==> src/rtl/sync_frame_pkg.sv <==
// Shared types and constants for the sync-word framed byte extractor.
// Optional checksum state is present only when SYNC_FRAME_EXTRACT_CHECKSUM_EN is defined.
package sync_frame_pkg;

    localparam int LEN_W       = 8;
    localparam int COUNT_W_DEF = 16;
    localparam int MAX_PAYLOAD = 255;

    typedef enum logic [1:0] {
`ifdef SYNC_FRAME_EXTRACT_CHECKSUM_EN
        ST_CSUM    = 2'd3,
`endif
        ST_IDLE    = 2'd0,
        ST_LEN     = 2'd1,
        ST_PAYLOAD = 2'd2
    } state_e;

endpackage

==> src/rtl/sync_frame_extract_if.sv <==
// Upstream byte stream and downstream payload stream of sync_frame_extract.
// master = environment side, slave = extractor side.
interface sync_frame_extract_if;
    import sync_frame_pkg::*;

    logic [LEN_W-1:0] i_m_data;
    logic             i_m_valid;
    logic             o_m_ready;
    logic [LEN_W-1:0] o_s_data;
    logic             o_s_valid;
    logic             o_s_last;
    logic             i_s_ready;

    modport master (
        output i_m_data, i_m_valid, i_s_ready,
        input  o_m_ready, o_s_data, o_s_valid, o_s_last
    );

    modport slave (
        input  i_m_data, i_m_valid, i_s_ready,
        output o_m_ready, o_s_data, o_s_valid, o_s_last
    );

endinterface

==> src/rtl/sync_frame_extract_stream_reg_slice.sv <==
// Single-entry output register (data + last) with valid/ready hold behaviour.
// Accepts a new beat in the same cycle the held beat is taken downstream.
module stream_reg_slice #(
    parameter int DATA_W = 8
) (
    input  logic              i_clk,
    input  logic              i_rst,
    input  logic [DATA_W-1:0] i_data,
    input  logic              i_last,
    input  logic              i_valid,
    output logic              o_ready,
    output logic [DATA_W-1:0] o_data,
    output logic              o_valid,
    output logic              o_last,
    input  logic              i_ready
);

    logic [DATA_W-1:0] data_q;
    logic              valid_q;
    logic              last_q;

    assign o_ready = !valid_q || i_ready;
    assign o_data  = data_q;
    assign o_valid = valid_q;
    assign o_last  = last_q;

    always_ff @(posedge i_clk) begin
        if (i_rst) begin
            data_q  <= '0;
            valid_q <= 1'b0;
            last_q  <= 1'b0;
        end else if (i_valid && o_ready) begin
            data_q  <= i_data;
            last_q  <= i_last;
            valid_q <= 1'b1;
        end else if (i_ready) begin
            valid_q <= 1'b0;
        end
    end

endmodule

==> src/rtl/sync_frame_extract.sv <==
// Extracts length-prefixed payloads following a sync indication and counts good frames.
// Define SYNC_FRAME_EXTRACT_CHECKSUM_EN to require a trailing XOR checksum byte per frame.
module sync_frame_extract
    import sync_frame_pkg::*;
#(
    parameter int COUNT_W = COUNT_W_DEF
) (
    input  logic               i_clk,
    input  logic               i_rst,
    sync_frame_extract_if.slave bus,
    input  logic               i_detected,
    output logic               o_frame_err,
    output logic [COUNT_W-1:0] o_frame_count
);

    state_e             state_q;
    logic [LEN_W-1:0]   rem_q;
    logic               err_q;
    logic [COUNT_W-1:0] count_q;
    logic               slice_ready;
    logic               accept;
    logic               load;
    logic               m_ready;
`ifdef SYNC_FRAME_EXTRACT_CHECKSUM_EN
    logic [LEN_W-1:0]   csum_q;
`endif

    // Back-pressure only matters while payload bytes are flowing into the slice.
    always_comb begin
        m_ready = 1'b1;
        if (!i_rst && state_q == ST_PAYLOAD) begin
            m_ready = slice_ready;
        end
    end

    assign bus.o_m_ready = m_ready;
    assign accept        = bus.i_m_valid && m_ready;
    assign load          = accept && (state_q == ST_PAYLOAD);
    assign o_frame_err   = err_q;
    assign o_frame_count = count_q;

    always_ff @(posedge i_clk) begin
        if (i_rst) begin
            state_q <= ST_IDLE;
            rem_q   <= '0;
            err_q   <= 1'b0;
            count_q <= '0;
`ifdef SYNC_FRAME_EXTRACT_CHECKSUM_EN
            csum_q  <= '0;
`endif
        end else begin
            err_q <= 1'b0;
            case (state_q)
                ST_IDLE: begin
                    if (i_detected) begin
                        state_q <= ST_LEN;
                    end
                end
                ST_LEN: begin
                    if (accept) begin
                        if (bus.i_m_data == '0) begin
                            err_q   <= 1'b1;
                            state_q <= ST_IDLE;
                        end else begin
                            rem_q   <= bus.i_m_data;
                            state_q <= ST_PAYLOAD;
`ifdef SYNC_FRAME_EXTRACT_CHECKSUM_EN
                            csum_q  <= '0;
`endif
                        end
                    end
                end
                ST_PAYLOAD: begin
                    if (accept) begin
                        rem_q  <= rem_q - LEN_W'(1);
`ifdef SYNC_FRAME_EXTRACT_CHECKSUM_EN
                        csum_q <= csum_q ^ bus.i_m_data;
                        if (rem_q == LEN_W'(1)) begin
                            state_q <= ST_CSUM;
                        end
`else
                        if (rem_q == LEN_W'(1)) begin
                            count_q <= count_q + COUNT_W'(1);
                            state_q <= ST_IDLE;
                        end
`endif
                    end
                end
`ifdef SYNC_FRAME_EXTRACT_CHECKSUM_EN
                ST_CSUM: begin
                    if (accept) begin
                        if (bus.i_m_data == csum_q) begin
                            count_q <= count_q + COUNT_W'(1);
                        end else begin
                            err_q <= 1'b1;
                        end
                        state_q <= ST_IDLE;
                    end
                end
`endif
                default: state_q <= ST_IDLE;
            endcase
        end
    end

    stream_reg_slice #(
        .DATA_W (LEN_W)
    ) u_out_slice (
        .i_clk   (i_clk),
        .i_rst   (i_rst),
        .i_data  (bus.i_m_data),
        .i_last  (rem_q == LEN_W'(1)),
        .i_valid (load),
        .o_ready (slice_ready),
        .o_data  (bus.o_s_data),
        .o_valid (bus.o_s_valid),
        .o_last  (bus.o_s_last),
        .i_ready (bus.i_s_ready)
    );

endmodule

==> src/flat_wrapper.sv <==
// flat-port wrapper written by rule: the top's interface ports become plain ports
module sync_frame_extract_flat import sync_frame_pkg::*;
#(
    parameter int COUNT_W = COUNT_W_DEF
)
  (i_clk, i_rst, i_detected, o_frame_err, o_frame_count, bus_i_m_data, bus_i_m_valid, bus_i_s_ready, bus_o_m_ready, bus_o_s_data, bus_o_s_valid, bus_o_s_last);
  sync_frame_extract_if bus_i ();
  input  logic i_clk;
  input  logic i_rst;
  input  logic i_detected;
  output logic o_frame_err;
  output logic [COUNT_W-1:0] o_frame_count;
  input wire logic [$bits(bus_i.i_m_data)-1:0] bus_i_m_data;
  input wire logic [$bits(bus_i.i_m_valid)-1:0] bus_i_m_valid;
  input wire logic [$bits(bus_i.i_s_ready)-1:0] bus_i_s_ready;
  output wire logic [$bits(bus_i.o_m_ready)-1:0] bus_o_m_ready;
  output wire logic [$bits(bus_i.o_s_data)-1:0] bus_o_s_data;
  output wire logic [$bits(bus_i.o_s_valid)-1:0] bus_o_s_valid;
  output wire logic [$bits(bus_i.o_s_last)-1:0] bus_o_s_last;
  assign bus_i.i_m_data = bus_i_m_data;
  assign bus_i.i_m_valid = bus_i_m_valid;
  assign bus_i.i_s_ready = bus_i_s_ready;
  assign bus_o_m_ready = bus_i.o_m_ready;
  assign bus_o_s_data = bus_i.o_s_data;
  assign bus_o_s_valid = bus_i.o_s_valid;
  assign bus_o_s_last = bus_i.o_s_last;
  sync_frame_extract #(.COUNT_W(COUNT_W)) u_core (.i_clk(i_clk), .i_rst(i_rst), .bus(bus_i), .i_detected(i_detected), .o_frame_err(o_frame_err), .o_frame_count(o_frame_count));
endmodule
==> config.mk <==
export PLATFORM = sky130hd
export DESIGN_NAME = sync_frame_extract_flat
export DESIGN_NICKNAME = d
export VERILOG_FILES = /design/src/rtl/sync_frame_pkg.sv /design/src/rtl/sync_frame_extract_if.sv /design/src/rtl/sync_frame_extract_stream_reg_slice.sv /design/src/rtl/sync_frame_extract.sv /design/src/flat_wrapper.sv
export SDC_FILE = /design/constraint.sdc
export NUM_CORES = 1
export LEC_CHECK = 0
export BUFFER_PORTS_ARGS = -buffer_cell sky130_fd_sc_hd__buf_2
export CORE_AREA = 2 2 64 66
export CTS_CLUSTER_SIZE = 14
export DETAILED_ROUTE_END_ITERATION = 10
export DIE_AREA = 0 0 66 68
export HOLD_SLACK_MARGIN = 0.1
export PLACE_DENSITY = 0.78
export SYNTH_ARGS = -nofsm -noshare
export SYNTH_HDL_FRONTEND = slang
export SYNTH_HIERARCHICAL = 1
export SYNTH_SLANG_ARGS = --single-unit
==> constraint.sdc <==
create_clock -name i_clk -period 2.5 [get_ports i_clk]
set_clock_uncertainty 0.2 [all_clocks]
set_input_delay 0.125 -clock i_clk [delete_from_list [all_inputs] [get_ports i_clk]]
set_output_delay 0.125 -clock i_clk [all_outputs]
set_load 0.02 [all_outputs]
==> results of run 1 <==
registers in the layout (all words and copies together), names as in the netlist:
register and cells:
u_core/rem_q 8, u_core/o_frame_count 16, u_core/o_frame_err 1, u_core/u_out_slice/o_data 8
u_core/u_out_slice/o_valid 1, u_core/state_q 2, u_core/u_out_slice/o_last 1
synth_stat cells, drive strengths merged, types with 4 or more instances:
master / number
o31ai: 10
nor2: 10
nand2: 9
a21bo: 9
dfxtp: 37
nor3: 9
or4: 11
a21oi: 31
buf: 5
or3: 4
nand2b: 5
nand3: 19
inv: 8
o21ai: 7
nor4: 4
nand4: 5
clkbuf: 13
layout by cell type (no fill, tap or decap), types with 3 or more instances in the layout:
master	count
nor3_1	9
mux2i_1	3
nand4_1	5
buf_2	40
or3_1	4
o32ai_1	3
nand2b_1	4
a211oi_1	3
clkbuf_8	5
o31ai_1	10
or4_1	10
dlygate4sd3_1	12
a21oi_1	22
nor2_1	10
nor4_1	4
dfxtp_1	37
a21oi_2	9
nand2_1	9
o21ai_0	7
ha_1	3
inv_1	8
a21bo_1	9
nor2b_1	3
buf_4	10
nand3_1	19
kinds of logic (layout without fill, tap and decap cells):
| logic type | Yosys count | count (layout) | share of synthesized area [%] |
|---|---|---|---|
| fa+ha+maj | 3 | 3 | 1.869 |
| buf+inv | 26 | 78 | 5.981 |
| mux | 5 | 5 | 2.617 |
| xor+xnor | 1 | 1 | 0.4362 |
| simple gates | 90 | 90 | 26.04 |
| compound gates | 74 | 74 | 26.17 |
| flops | 37 | 37 | 36.88 |
stage by stage:
stage          setup WS, ns  util (%)  power [uW]
2_1_floorplan        0.3138         -       735.0
3_3_place_gp         0.2644     58.50       781.9
3_5_place_dp         0.2071     58.50       784.5
4_1_cts              0.1917     65.09        1408
5_1_grt             0.06939     65.09        1445
6_report             0.1893     65.09        1410
worst max-delay path, cell delays in order, from the launching register on:
cell	delay, ns
dfxtp_1	0.32
inv_1	0.11
ha_1	0.17
or3b_2	0.47
or4_1	0.53
or3_1	0.32
a21oi_1	0.13
report_power, final:
part	internal, uW	switching, uW	total (uW)
logic	76.2	100	176
clock network	397	222	618
registers	603	12.9	615
total	1080	335	1410
per-layer routing:
| layer | up-vias | GRT usage, % |
|---|---|---|
| li1 | 995 | - |
| met1 | 920 | 29.59 |
| met4 | 0 | 8.929 |
| met2 | 71 | 37.12 |
| met3 | 5 | 4.770 |
| met5 | - | 0 |
worst paths after layout:
path                                                                 to  slack, ns  cells after the start
worst min-delay path            u_core/u_out_slice/o_valid$_SDFFE_PP0P_       0.20                      4
worst max register to register     u_core/o_frame_count[2]$_SDFFE_PP0P_       0.19                      6
worst min register to register           u_core/state_q[0]$_SDFFE_PP0P_       0.28                      1
worst max-delay path               u_core/o_frame_count[2]$_SDFFE_PP0P_       0.19                      6
timing repair:
action / CTS / global route
setup buffers: 0 / 0
hold endpoints to repair: 30 / 0
hold buffers: 12 / 0
endpoints found under the setup margin: 0 / 0
cell type report:
class | count | area share (%)
multi-input combinational | 173 | 45.71
timing repair buffer | 62 | 15.75
tap | 50 | 2.493
clock buffer | 5 | 2.742
clock inverter | 3 | 2.592
inverter | 8 | 1.196
sequential | 37 | 29.51
==> run_results.csv, run 1 <==
group,metric,value,unit
timing,post-route-min-period,2.311,ns
setup_path,r2r_start,"u_core/rem_q[1]$_SDFFE_PP0P_",
drt,wl_met3,288,um
clock_network,htreeDepth,2,
placed_design,dp.cells,318,
timing,rsz0062_at_grt,"false",
drt,top_layer,"met4",
setup_path,worstSetupPathType,"flop to flop",
final_layout,drive_above_1_share,25.35,%
floorplan,die_area,0.004488,mm2
placed_design,io_buffers,40,
global_route,grt_max_degree,25,
drt,vias,1991,
yosys,ys_ff_latch,37,
yosys,ys_top_cells_by_area,"dfxtp_1, a21oi_1, nand3_1",
global_route,grt_pass1_vias,1725,
pwr,p_per_area,561.9,mW/mm2
drt,first_iter_violations,135,
timing,setup_viol_count_final,0,
min_path,hold_class,"input pin to flop",
run,max-cap-violations,0,
timing,max-slew-margin-rel,58.59,%
drt,dr_wl_met2,2366,um
clock_network,clock_sinks,37,
setup_path,cp-start-kind,"flop",
floorplan,design.core.area,0.003856,mm2
yosys,yosysSeqAreaShare,36.88,%
final_layout,areaGrowthSynthToFinish,24.98,%
yosys,avgSynthCellArea,8.509,um2
setup_path,crit_start,"u_core/rem_q[1]$_SDFFE_PP0P_",
floorplan,row_count,23,
drt,drt-vias-per-instance,5.891,
floorplan,die_h,68,um
global_route,grt_overflow,0,
clock_network,clk_latency,0.29,ns
clock_network,clk_pin_slew,0.08,ns
timing,slew_violations,0,
final_layout,final_cell_area,0.002510,mm2
timing,hold_violations,0,
final_layout,insertedDiodeCount,0,
yosys,yosys.cell_types.count,48,
final_layout,nNetsFinal,303,
timing,period_share,92.43,%
final_layout,fillers,338,
drt,met1_length,2298,um
timing,timing.hold.ws,0.1981,ns
yosys,synthFlopType,"dfxtp_1",
setup_path,cp.required,2.53,ns
placed_design,dp_hpwl,3357,um
final_layout,layout.cells.non_filler,338,
setup_path,cp_data_arrival_time,2.34,ns
final_layout,seq_area,740.7,um2
floorplan,pin_count,41,
status,outcome,"completed",
drt,route.detailed.drc,0,
yosys,yosys_warnings,6,
setup_path,critical_path.max_fanout,4,
global_route,grt_pass1_wl,7838,um
drt,antenna_left,0,
setup_path,endpoint_kind,"flop",
min_path,min_from,"bus_i_s_ready",
clock_network,cts_buffers,5,
yosys,netlist_area,0.002008,mm2
pwr,vdd.ir_drop.worst,0.4005,mV
clock_network,clk_path_buf_depth,2,
drt,dr.pass1.iters,5,
yosys,synthArstFlopShare,0,%
timing,fmax,0.4328,GHz
clock_network,cts_resized,0,
drt,post_drt_wl_per_cell,14.83,um
global_route,grt_use_total,22.72,%
timing,worst_pin_slew,0.6154,ns
floorplan,start_util,52.08,%
drt,drt-total-wl,5011,um
yosys,yosysTopAreaCell,"dfxtp_1",
yosys,syn-num-nets,252,
yosys,synth_top_area_share,36.88,%
placed_design,gp_congestion,0.8289,
clock_network,cts_tree,"built",
global_route,antenna_found_initial,0,
yosys,synthCells,236,
clock_network,cts_root_buffer,"clkbuf_8",
placed_design,postPlaceCellArea,0.002256,mm2
final_layout,multi_input_area,0.001147,mm2
timing,tns,0,ns
yosys,synth_edf_count,0,
floorplan,die_x,66,um
pwr,leakage,0.0009472,uW
Note: power is estimated with default switching activity, not from simulation.
==> run 2: changes to the inputs <==
--- a/config.mk
+++ b/config.mk
@@ -6,12 +6,13 @@
 export NUM_CORES = 1
 export LEC_CHECK = 0
 export BUFFER_PORTS_ARGS = -buffer_cell sky130_fd_sc_hd__buf_2
-export CORE_AREA = 2 2 64 66
+export CORE_AREA = 2 2 88 90
 export CTS_CLUSTER_SIZE = 14
 export DETAILED_ROUTE_END_ITERATION = 10
-export DIE_AREA = 0 0 66 68
+export DIE_AREA = 0 0 90 92
 export HOLD_SLACK_MARGIN = 0.1
-export PLACE_DENSITY = 0.78
+export PLACE_DENSITY = 0.46
+export RECOVER_POWER = 50
 export SYNTH_ARGS = -nofsm -noshare
 export SYNTH_HDL_FRONTEND = slang
 export SYNTH_HIERARCHICAL = 1
==> run_results.csv, run 2 (synthesis gave the netlist of run 1 again) <==
group,metric,value,unit
status,outcome,"completed",
setup_path,cp_data_arrival_time,2.34,ns
global_route,grt_max_degree,41,
final_layout,final_common_cell,"dfxtp_1",
timing,fmax,0.4231,GHz
min_path,hold_end,"u_core/u_out_slice/o_valid$_SDFFE_PP0P_",
setup_path,cp-start-kind,"flop",
placed_design,io_buffers,40,
setup_path,crit_start,"u_core/rem_q[1]$_SDFFE_PP0P_",
drt,route.detailed.drc,0,
clock_network,clk_path_buf_depth,2,
timing,timing.hold.ws,0.2198,ns
floorplan,die_area,0.008280,mm2
pwr,p_per_area,529.2,mW/mm2
pwr,intPower,1003,uW
final_layout,largest_reg_flops,16,
timing,setup_viol_count_final,0,
drt,antenna_left,0,
setup_path,cp.required,2.48,ns
drt,drt-vias-per-instance,4.967,
placed_design,gp_congestion,0.7774,
global_route,grt_pass1_wl,8887,um
final_layout,insertedDiodeCount,0,
floorplan,die_h,92,um
clock_network,clock_sinks,37,
clock_network,cts_resized,0,
pwr,combPwrFrac,12.9,%
timing,period_share,94.54,%
clock_network,htreeDepth,2,
placed_design,pre_cts_slack,0.1993,ns
run,max-cap-violations,0,
clock_network,cts_buffers,5,
timing,rsz0062_at_grt,"false",
global_route,antenna_found_initial,0,
timing,slew_violations,0,
floorplan,die_x,90,um
clock_network,cts_hold_buf,14,
setup_path,worstSetupPathType,"flop to flop",
final_layout,layout_common_cells,"dfxtp_1, clkbuf_1, a21oi_1",
global_route,grt_pass1_vias,1821,
pwr,leakage,0.0008221,uW
global_route,grt_use_total,13.12,%
floorplan,start_util,26.97,%
pwr,switching_share,25.45,%
final_layout,nNetsFinal,306,
setup_path,r2r_start,"u_core/rem_q[1]$_SDFFE_PP0P_",
drt,post_drt_wl_per_cell,13.59,um
timing,max-slew-margin-rel,62.09,%
drt,first_iter_violations,75,
timing,hold_violations,0,
timing,post-route-min-period,2.363,ns
min_path,hold_class,"input pin to flop",
min_path,min_path_cells,4,
pwr,power_frac_seq,45.7,%
floorplan,pin_count,41,
pwr,p_clk_share,41.5,%
setup_path,endpoint_kind,"flop",
pwr,vdd.ir_drop.worst,0.3003,mV
final_layout,areaGrowthSynthToFinish,26.60,%
placed_design,dp_hpwl,3686,um
timing,tns,0,ns
setup_path,worstRegToRegCells,7,
clock_network,clk_latency,0.29,ns
timing,setup_slack,0.1365,ns
global_route,grt_overflow,0,
clock_network,post_cts_buffers,0,
floorplan,design.core.area,0.007447,mm2
pwr,power_switching,342.5,uW
timing,worst_pin_slew,0.5643,ns
final_layout,drive_above_1_share,14.78,%
drt,vias,1952,
clock_network,cts_tree,"built",
min_path,min_from,"bus_i_s_ready",
setup_path,regToRegSetupSlack,0.14,ns
clock_network,clk_pin_slew,0.08,ns
drt,drt-total-wl,5342,um
setup_path,r2r-end,"u_core/state_q[1]$_SDFFE_PP0P_",
clock_network,cts_root_buffer,"clkbuf_8",
setup_path,critical_path.max_fanout,4,
floorplan,row_count,32,
drt,dr.pass1.iters,4,
## run 2: cell count changes in the layout (fill, tap and decap cells not counted)
cell           change
clkbuf_1          +31
clkinv_2           -1
buf_4              -1
clkbuf_8           +1
bufinv_16          -1
buf_2             -29
clkbuf_2           +1
dlygate4sd3_1      +2
## run 2: per-layer routing
| layer | track usage (%) | wire [um] | up-vias |
|---|---|---|---|
| met4 | 4.103 | 63 | 0 |
| met5 | 0 | 0 | - |
| li1 | - | - | 999 |
| met2 | 21.49 | 2411 | 43 |
| met3 | 3.369 | 221 | 5 |
| met1 | 16.97 | 2645 | 905 |
## run 2: critical path, cell delays in order, from the launching register on
cell,delay [ns]
dfxtp_1,0.32
inv_1,0.11
ha_1,0.17
or3b_2,0.47
nor2_1,0.18
a31o_2,0.17
a21oi_1,0.05
dlygate4sd3_1,0.56
## run 2: final cells by class
| type | instances | area (um2) |
|---|---|---|
| fill | 832 | 4905 |
| multi-input combinational | 173 | 1147 |
| sequential | 37 | 740.7 |
| timing repair buffer | 65 | 380.4 |
| tap | 102 | 127.6 |
| clock buffer | 7 | 86.33 |
| clock inverter | 1 | 30.03 |
| inverter | 8 | 30.03 |
## run 2: worst max-delay path by stage
stage	endpoint	slack, ns
final	u_core/state_q[1]$_SDFFE_PP0P_	0.14
after global routing	u_core/state_q[1]$_SDFFE_PP0P_	0.01
after CTS	u_core/state_q[1]$_SDFFE_PP0P_	0.15
after detailed placement	u_core/o_frame_count[2]$_SDFFE_PP0P_	0.20
after global placement	u_core/o_frame_count[2]$_SDFFE_PP0P_	0.24
after floorplan	u_core/o_frame_count[2]$_SDFFE_PP0P_	0.31
## run 2: power by group through the flow
stage               logic (uW)  registers [uW]  clock network [uW]
global route               192             617                 597
floorplan                  105             630                   0
CTS                        176             615                 578
global placement           160             629                   0
finish                     173             615                 558
detailed placement         159             628                   0
## run 2: per-stage QoR
| stage | instance area (um2) | total power (uW) | cells | utilization [%] |
|---|---|---|---|---|
| after global placement | 2328 | 789.0 | 371 | 31.27 |
| after detailed placement | 2328 | 787.9 | 371 | 31.27 |
| final | 2542 | 1345 | 393 | 34.14 |
| after CTS | 2585 | 1369 | 393 | 34.71 |
| after global routing | 2542 | 1406 | 393 | 34.14 |
| after floorplan | 2008 | 735.0 | 236 | - |
